[config.mk]
export PLATFORM = sky130hd
export DESIGN_NAME = instruction_mem_sync_flat
export DESIGN_NICKNAME = d
export VERILOG_FILES = /design/src/rtl/instruction_mem_sync_if.sv /design/src/rtl/instruction_mem_sync.sv /design/src/flat_wrapper.sv
export SDC_FILE = /design/constraint.sdc
export NUM_CORES = 2
export LEC_CHECK = 0
export CAP_MARGIN = 10
export CORE_UTILIZATION = 35
export CTS_CLUSTER_DIAMETER = 80
export DETAILED_ROUTE_END_ITERATION = 12
export HOLD_SLACK_MARGIN = 0.12
export RECOVER_POWER = 50
export SKIP_LAST_GASP = 1
export SLEW_MARGIN = 20
export SYNTH_ARGS = -nofsm -noshare
export SYNTH_HDL_FRONTEND = slang
export SYNTH_SLANG_ARGS = --single-unit
[constraint.sdc]
create_clock -name clk -period 6.7 [get_ports clk]
set_input_delay 1.34 -clock clk [delete_from_list [all_inputs] [get_ports clk]]
set_output_delay 1.34 -clock clk [all_outputs]
set_load 0.005 [all_outputs]
[src/rtl/instruction_mem_sync_if.sv]
// Fetch-side bus of the synchronous instruction memory: request/response
// handshake, pipeline flush and the program-load write port.
interface instruction_mem_sync_if #(
  parameter int ADDR_WIDTH = 16,
  parameter int DATA_WIDTH = 16
);
  logic                  req_valid;
  logic                  req_ready;
  logic [ADDR_WIDTH-1:0] req_addr;
  logic                  flush;
  logic                  rsp_valid;
  logic [DATA_WIDTH-1:0] rsp_instr;
  logic                  rsp_fault;
  logic                  wr_en;
  logic [ADDR_WIDTH-1:0] wr_addr;
  logic [DATA_WIDTH-1:0] wr_data;

  modport master (
    output req_valid, req_addr, flush, wr_en, wr_addr, wr_data,
    input  req_ready, rsp_valid, rsp_instr, rsp_fault
  );

  modport slave (
    input  req_valid, req_addr, flush, wr_en, wr_addr, wr_data,
    output req_ready, rsp_valid, rsp_instr, rsp_fault
  );
endinterface

[src/rtl/instruction_mem_sync.sv]
// Synchronous instruction memory: one outstanding fetch, fixed response
// latency, fault flagging for misaligned/out-of-range fetches, and flush.
module instruction_mem_sync #(
  parameter int                    ADDR_WIDTH = 16,
  parameter int                    DATA_WIDTH = 16,
  parameter int                    DEPTH      = 256,
  parameter int                    LATENCY    = 2,
  parameter logic [DATA_WIDTH-1:0] FILL_WORD  = 16'h0000
) (
  input logic                    clk,
  input logic                    rst,
  instruction_mem_sync_if.slave  bus
);

  localparam int                    IDX_W   = (DEPTH > 1) ? $clog2(DEPTH) : 1;
  localparam logic [ADDR_WIDTH-1:0] DEPTH_W = ADDR_WIDTH'(DEPTH);
  localparam logic [3:0]            LAT_M1  = 4'(LATENCY - 1);

  typedef enum logic [1:0] {
    S_IDLE = 2'd0,
    S_WAIT = 2'd1,
    S_RESP = 2'd2
  } state_e;

  // Word-aligned and inside the array: shared by the fetch and write ports.
  function automatic logic addr_ok(input logic [ADDR_WIDTH-1:0] addr);
    return (addr[0] == 1'b0) && ({1'b0, addr[ADDR_WIDTH-1:1]} < DEPTH_W);
  endfunction

  logic [DATA_WIDTH-1:0] mem_q [DEPTH] = '{default: FILL_WORD};

  state_e                state_q, state_d;
  logic [3:0]            cnt_q, cnt_d;
  logic [DATA_WIDTH-1:0] pend_instr_q, pend_instr_d;
  logic                  pend_fault_q, pend_fault_d;
  logic [DATA_WIDTH-1:0] rsp_instr_q, rsp_instr_d;
  logic                  rsp_fault_q, rsp_fault_d;

  logic                  rd_ok;
  logic [DATA_WIDTH-1:0] rd_word;
  logic                  wr_ok;
  logic                  req_ready;
  logic                  accept;

  // Address decode, array read and handshake qualification.
  always_comb begin
    rd_ok     = addr_ok(bus.req_addr);
    wr_ok     = bus.wr_en && addr_ok(bus.wr_addr);
    req_ready = (state_q != S_WAIT) && !bus.flush;
    accept    = bus.req_valid && req_ready;
    if (rd_ok) begin
      rd_word = mem_q[bus.req_addr[IDX_W:1]];
    end else begin
      rd_word = FILL_WORD;
    end
  end

  // Next-state logic; the response registers only load on entry to RESP so
  // they keep their last delivered value everywhere else.
  always_comb begin
    state_d      = state_q;
    cnt_d        = cnt_q;
    pend_instr_d = pend_instr_q;
    pend_fault_d = pend_fault_q;
    rsp_instr_d  = rsp_instr_q;
    rsp_fault_d  = rsp_fault_q;

    case (state_q)
      S_IDLE: begin
        state_d = S_IDLE;
      end
      S_WAIT: begin
        if (bus.flush) begin
          state_d = S_IDLE;
          cnt_d   = 4'd0;
        end else if (cnt_q <= 4'd1) begin
          state_d     = S_RESP;
          cnt_d       = 4'd0;
          rsp_instr_d = pend_instr_q;
          rsp_fault_d = pend_fault_q;
        end else begin
          cnt_d = cnt_q - 4'd1;
        end
      end
      S_RESP: begin
        state_d = S_IDLE;
      end
      default: begin
        state_d = S_IDLE;
        cnt_d   = 4'd0;
      end
    endcase

    // Acceptance is only possible in IDLE or RESP and overrides the above.
    if (accept) begin
      pend_instr_d = rd_word;
      pend_fault_d = !rd_ok;
      cnt_d        = LAT_M1;
      if (LATENCY == 1) begin
        state_d     = S_RESP;
        rsp_instr_d = rd_word;
        rsp_fault_d = !rd_ok;
      end else begin
        state_d = S_WAIT;
      end
    end else begin
      pend_instr_d = pend_instr_d;
    end
  end

  // Control and response registers; reset wins over flush and acceptance.
  always_ff @(posedge clk) begin
    if (rst) begin
      state_q      <= S_IDLE;
      cnt_q        <= 4'd0;
      pend_instr_q <= FILL_WORD;
      pend_fault_q <= 1'b0;
      rsp_instr_q  <= FILL_WORD;
      rsp_fault_q  <= 1'b0;
    end else begin
      state_q      <= state_d;
      cnt_q        <= cnt_d;
      pend_instr_q <= pend_instr_d;
      pend_fault_q <= pend_fault_d;
      rsp_instr_q  <= rsp_instr_d;
      rsp_fault_q  <= rsp_fault_d;
    end
  end

  // Program-load port; the array is deliberately untouched by reset.
  always_ff @(posedge clk) begin
    if (wr_ok) begin
      mem_q[bus.wr_addr[IDX_W:1]] <= bus.wr_data;
    end
  end

  assign bus.req_ready = req_ready;
  assign bus.rsp_valid = (state_q == S_RESP) && !bus.flush;
  assign bus.rsp_instr = rsp_instr_q;
  assign bus.rsp_fault = rsp_fault_q;

endmodule

[src/flat_wrapper.sv]
// flat-port wrapper written by rule: the top's interface ports become plain ports
module instruction_mem_sync_flat 
#(
  parameter int                    ADDR_WIDTH = 16,
  parameter int                    DATA_WIDTH = 16,
  parameter int                    DEPTH      = 256,
  parameter int                    LATENCY    = 2,
  parameter logic [DATA_WIDTH-1:0] FILL_WORD  = 16'h0000
)
  (clk, rst, bus_req_valid, bus_req_addr, bus_flush, bus_wr_en, bus_wr_addr, bus_wr_data, bus_req_ready, bus_rsp_valid, bus_rsp_instr, bus_rsp_fault);
  instruction_mem_sync_if #(.ADDR_WIDTH(ADDR_WIDTH), .DATA_WIDTH(DATA_WIDTH)) bus_i ();
  input logic clk;
  input logic rst;
  input wire logic [$bits(bus_i.req_valid)-1:0] bus_req_valid;
  input wire logic [$bits(bus_i.req_addr)-1:0] bus_req_addr;
  input wire logic [$bits(bus_i.flush)-1:0] bus_flush;
  input wire logic [$bits(bus_i.wr_en)-1:0] bus_wr_en;
  input wire logic [$bits(bus_i.wr_addr)-1:0] bus_wr_addr;
  input wire logic [$bits(bus_i.wr_data)-1:0] bus_wr_data;
  output wire logic [$bits(bus_i.req_ready)-1:0] bus_req_ready;
  output wire logic [$bits(bus_i.rsp_valid)-1:0] bus_rsp_valid;
  output wire logic [$bits(bus_i.rsp_instr)-1:0] bus_rsp_instr;
  output wire logic [$bits(bus_i.rsp_fault)-1:0] bus_rsp_fault;
  assign bus_i.req_valid = bus_req_valid;
  assign bus_i.req_addr = bus_req_addr;
  assign bus_i.flush = bus_flush;
  assign bus_i.wr_en = bus_wr_en;
  assign bus_i.wr_addr = bus_wr_addr;
  assign bus_i.wr_data = bus_wr_data;
  assign bus_req_ready = bus_i.req_ready;
  assign bus_rsp_valid = bus_i.rsp_valid;
  assign bus_rsp_instr = bus_i.rsp_instr;
  assign bus_rsp_fault = bus_i.rsp_fault;
  instruction_mem_sync #(.ADDR_WIDTH(ADDR_WIDTH), .DATA_WIDTH(DATA_WIDTH), .DEPTH(DEPTH), .LATENCY(LATENCY), .FILL_WORD(FILL_WORD)) u_core (.clk(clk), .rst(rst), .bus(bus_i));
endmodule
# After elaboration in Yosys (flattened, before gate mapping)
# Memory sizes are Yosys's and may differ from the RTL's.
# Cells that the tools add are included.
# totals
regBits,40
latch_bits,0
ramBits,4096
mem_bits_ro,0
input_bits,53
out_inout_bits,19
n_memories,1
# mem_list
name,depth,width,rd,rd_ports_with_merged_regs,write_ports,line,text
u_core.mem_q,256,16,1,0,1,instruction_mem_sync.sv:30,logic [DATA_WIDTH-1:0] mem_q [DEPTH] = '{default: FILL_WORD};
# classes
add_sub_neg,1
mul,0
div_mod_pow,0
n_lt_le_gt_ge,3
eq_ne,5
n_shift,0
mux,11
bitwise,4
reduce_logical,13
# ops
op,n
$lt 15x9->1 const B,2
$mux 16,1
$mux 4,2
$pmux 4 s2,1
$mux 1,7
$logic_and 1x1->1,6
$le 4x1->1 const B,1
$ne 2x1->1 const B,2
$ne 4x2->1 const B,1
$not 1->1,4
$reduce_or 2->1,2
$reduce_or 4->1,1
$sub 4x1->4 const B,1
$reduce_and 3->1,1
$eq 2x1->1 const B,1
$eq 2x2->1 const B,1
$logic_not 1->1,2
$logic_not 2->1,1

# Depth between registers and ports, before layout
# depth
ltp_word,5
mapped_depth,13

# Least setup slack after synthesis
# No wires, ideal clock.
# synth_path
path_kind,input to register
start,input port bus_wr_addr[15]
end,"memory u_core.mem_q[118][0], enable pin"
setup_ps,388
arrival_time_ps,3191
t_required_ps,6312
setup_slack_ps,3120
stages,6
cell_sequence,nor3_1 -> nand4_1 -> nor3b_1 -> nand3_1 -> clkbuf_1 -> nor2_1
# synth_between
elab_chain_len,5
# synth_lines
element,line,text
from (decl),flat_wrapper.sv:18,input wire logic [$bits(bus_i.wr_addr)-1:0] bus_wr_addr;
$lt 15x9->1,instruction_mem_sync.sv:27,"return (addr[0] == 1'b0) && ({1'b0, addr[ADDR_WIDTH-1:1]} < DEPTH_W);"
$logic_and 1x1->1,instruction_mem_sync.sv:27,
$logic_and 1x1->1,instruction_mem_sync.sv:48,wr_ok = bus.wr_en && addr_ok(bus.wr_addr);
$mux 1,instruction_mem_sync.sv:132,if (wr_ok) begin
$mux 1 (implied by the code),instruction_mem_sync.sv:133,mem_q[bus.wr_addr[IDX_W:1]] <= bus.wr_data;
to (decl),instruction_mem_sync.sv:30,
# No other way between the ends.

# Worst setup path in the final report
# layout_path
start,input port bus_wr_data[0]
end,"memory u_core.mem_q[158][0], data pin"
# layout_lines
element,line,text
from (decl),flat_wrapper.sv:19,input wire logic [$bits(bus_i.wr_data)-1:0] bus_wr_data;
# No word-level cell before the write port.

==> metrics <==
hpwl dp=about 300000 um; Synth Cell Area=approximately 160000 um2; largest net degree at the start of global routing=172; reg-to-reg critical path startpoint=u_core.state_q[0]; Final min period=around 5.7 ns; via density per instance=5.81; I/O Pins=72; Fin Setup TNS=0 ns; Via Count=approximately 84000; DIE HEIGHT=a little under 700 um; NumNets Final=between 8000 and 9000; Synth Area in Compound Gates=under 10%; endpoints failing setup=0; CP Max Fanout=95; hold path start=u_core.pend_instr_q[2]; RSZ-0062 raised after global routing=false; Min Hold Slack=between 0.4 and 0.5 ns; port bufs=71; setup ws final=between 0.9 and 1 ns; layout cells sized above 1=about 26%; post-cts resize count=0; crit-path max cell delay=3.52 ns; Worst-path clk slew=~0.060 ns; Clock Latency Late Sink=approximately 1 ns; Initial Util=around a third; global-route wire length before repair=between 600000 and 700000 um; Syn. warnings=0; post-synthesis sequential area ratio=77.4%; critical path's top delay family=buffers and inverters; non-filler cells, final=about 14000; Syn Nets=around 7600; dpl cell area=roughly 170000 um2; class of the most critical setup path=primary input to flip-flop; Critical Path Source=bus_wr_data[0]; cts bufs inserted=roughly 410; Hold Path Depth=1; row count=about 250; die area=about 460000 um2; Post-CTS Setup Bufs=0; PwrDens=roughly 300 nW/um2; Final GP Congestion=0.905; clk_skew=approximately 0.11 ns; status=finished, violations left; Synth Area in Simple Gates=under 10%; CP startpoint kind=primary input; failing checks=capacitance limit, slew limit; Worst-Margin Slew=~5.6 ns; Overall Global Routing Usage=20.8%; slack of the worst reg-to-reg path=3.31 ns; vias in the first global route=around 80000; largest family of logic cells by synthesized area=multiplexers; Final ANT Viol Nets=0; dpl ws=approximately 1.1 ns; Clock Sinks=approximately 4100; M3 GR Usage=roughly 4.3%; hold path endpoint=u_core.pend_instr_q[2]; Post-synth EDFFs=~4100; f_max=175 MHz; max_slew headroom=-271%; total of max-cap violations=23; initial antenna violation count=40; Hold WC Path Type=flip-flop to flip-flop; crit end category=flip-flop; layout overhead on the synthesized area=14.9%; mux cell area share after synthesis=15.2%; slowest CP cell=clkbuf_1; final-report hold violation count=0; GRT met2 Usage=32.4%; R2R cell count=7; Synth Area in XOR/XNOR=0%; Core Area=~450000 um2; CTS tree=built; DR DRC count=0; Die Width=678 um; WP data required=~6.7 ns; 1st-iter DRT viols=~12000; Buffers & Inverters on Critical Path=2; maximum vdd drop=about 0.26 mV; flops & latches, synth=slightly above 4000; Adder-Cell Fraction of Synth Area=0.0156%; final WL=approximately 490000 um; Distinct cells, synth=75; post-cts hold buffer count=0; CTS Root Cell=clkbuf_16; Critical Path, Cell by Cell=clkbuf_8 > clkbuf_1; Inst Count DP=roughly 14000; Most Used Layer, Global Route=met2; Top FF cell, synth=edfxtp_1; WL per Instance=around 34 um; reg-to-reg critical path endpoint=u_core.pend_instr_q[1]; Worst Path Arrival=roughly 5.7 ns; H-tree level count=5; GR met1 Demand/Resource=28.0%; Synth Instances=between 7000 and 8000; clk buf depth=4; Synth async-reset ratio=0%; final slew viol count=around 1900; Finished Cell Area=184000 um2; Syn Area/Cell=about 21 um2; Tcrit/Tclk final=between 80 and 90%; Lkg Pwr=between 0.05 and 0.06 uW; drt first pass iters=6; GRT overflow=0
## stage by stage
| step | utilization (%) | power (uW) |
|---|---|---|
| finish | 40.5 | 54500 |
| global route | 40.5 | 55600 |
| CTS | 40.5 | 54600 |
| detailed placement | 37.6 | 31900 |
| global placement | 37.6 | 31800 |
| floorplan | - | 30300 |
## state kept, by name, summed over array words and instances, names as in the netlist
signal / flops
u_core.pend_fault_q: 1
u_core.state_q: 2
u_core.mem_q: 4096
u_core.bus.rsp_fault: 1
u_core.pend_instr_q: 16
u_core.cnt_q: 4
u_core.bus.rsp_instr: 16
## layout by cell type (no fill, tap or decap), types with 11 or more instances in the layout
master,count
o21ai_0,79
a21oi_1,155
clkbuf_16,411
and2_1,17
dfxtp_1,40
a311oi_1,18
and3_1,14
clkbuf_1,90
mux4_1,11
edfxtp_1,4096
clkinvlp_4,19
buf_12,42
bufinv_16,48
mux2i_1,460
nand2b_1,16
o22ai_1,128
nor2_2,141
mux2_2,23
nor2b_1,17
o211ai_1,27
mux4_2,852
buf_4,467
nand2_1,219
a211oi_1,29
a31oi_1,25
inv_6,12
clkdlybuf4s50_1,43
o31ai_1,13
nand3_1,53
nor3_1,48
nor2_1,237
clkinv_2,67
clkinv_1,109
a22oi_1,84
diode_2,28
nor4_1,13
nand4_1,16
o221ai_1,111
## cells in the mapped netlist (17+ instances only)
library cell     n  area share, %
buf_4           42           0.20
nor3_1          50           0.16
a31oi_1         26           0.10
nand2_1        229           0.54
clkbuf_1       144           0.34
o21ai_0         80           0.25
mux2_2          23           0.16
nor4_1          18          0.070
buf_8           20           0.19
dfxtp_1         40           0.50
and2_1          17          0.066
a22oi_1         84           0.39
mux4_2         852             12
nor2_1         379           0.89
a21oi_1        156           0.49
o211ai_1        27           0.13
buf_1           32          0.075
nor2b_1         23          0.090
o22ai_1        128           0.50
a211oi_1        30           0.14
o221ai_1       111           0.61
mux2i_1        460            2.9
buf_2          116           0.36
nand3_1         59           0.18
a311oi_1        18          0.099
nand2b_1        18          0.070
buf_6           73           0.51
edfxtp_1      4096             77
## power breakdown
part           leakage [uW]  total [uW]  switching, uW  internal, uW
Combinational        0.0140        2890           2020           864
Clock               0.00649       23100           9960         13100
Sequential           0.0371       28500           3.06         28500
Total                0.0576       54500          12000         42500
## worst max path at each step
stage	to	slack (ns)	cells after the start
6_report	u_core.mem_q[158][0]	0.99	2
4_1_cts	u_core.pend_instr_q[12]	2.11	9
3_3_place_gp	u_core.pend_instr_q[12]	0.95	10
3_5_place_dp	u_core.pend_instr_q[12]	1.09	9
2_1_floorplan	u_core.mem_q[118][0]	3.12	6
5_1_grt	u_core.mem_q[149][0]	0.98	2
## cell type report
cell class	instances	area, um2
inverter	9	50.0
sequential	4136	124000
multi-input combinational	2968	33900
clock inverter	274	2850
tap	5976	7480
fill	39300	270000
timing repair buffer	597	5150
clock buffer	482	10600
antenna	28	70.1
## layer usage
| layer | wire [um] | up-vias |
|---|---|---|
| met4 | 28600 | 22 |
| met5 | 416 | - |
| li1 | - | 32900 |
| met1 | 188000 | 45100 |
| met2 | 227000 | 5044 |
| met3 | 48800 | 965 |
## kinds of logic (layout without fill, tap and decap cells)
logic type / Yosys count / in the layout
buf+inv: 444 / 1362
mux: 1346 / 1346
flops: 4136 / 4136
simple gates: 855 / 855
fa+ha+maj: 2 / 2
other cells: 0 / 28
compound gates: 765 / 765
No activity file was read; power rests on OpenSTA's default activity.
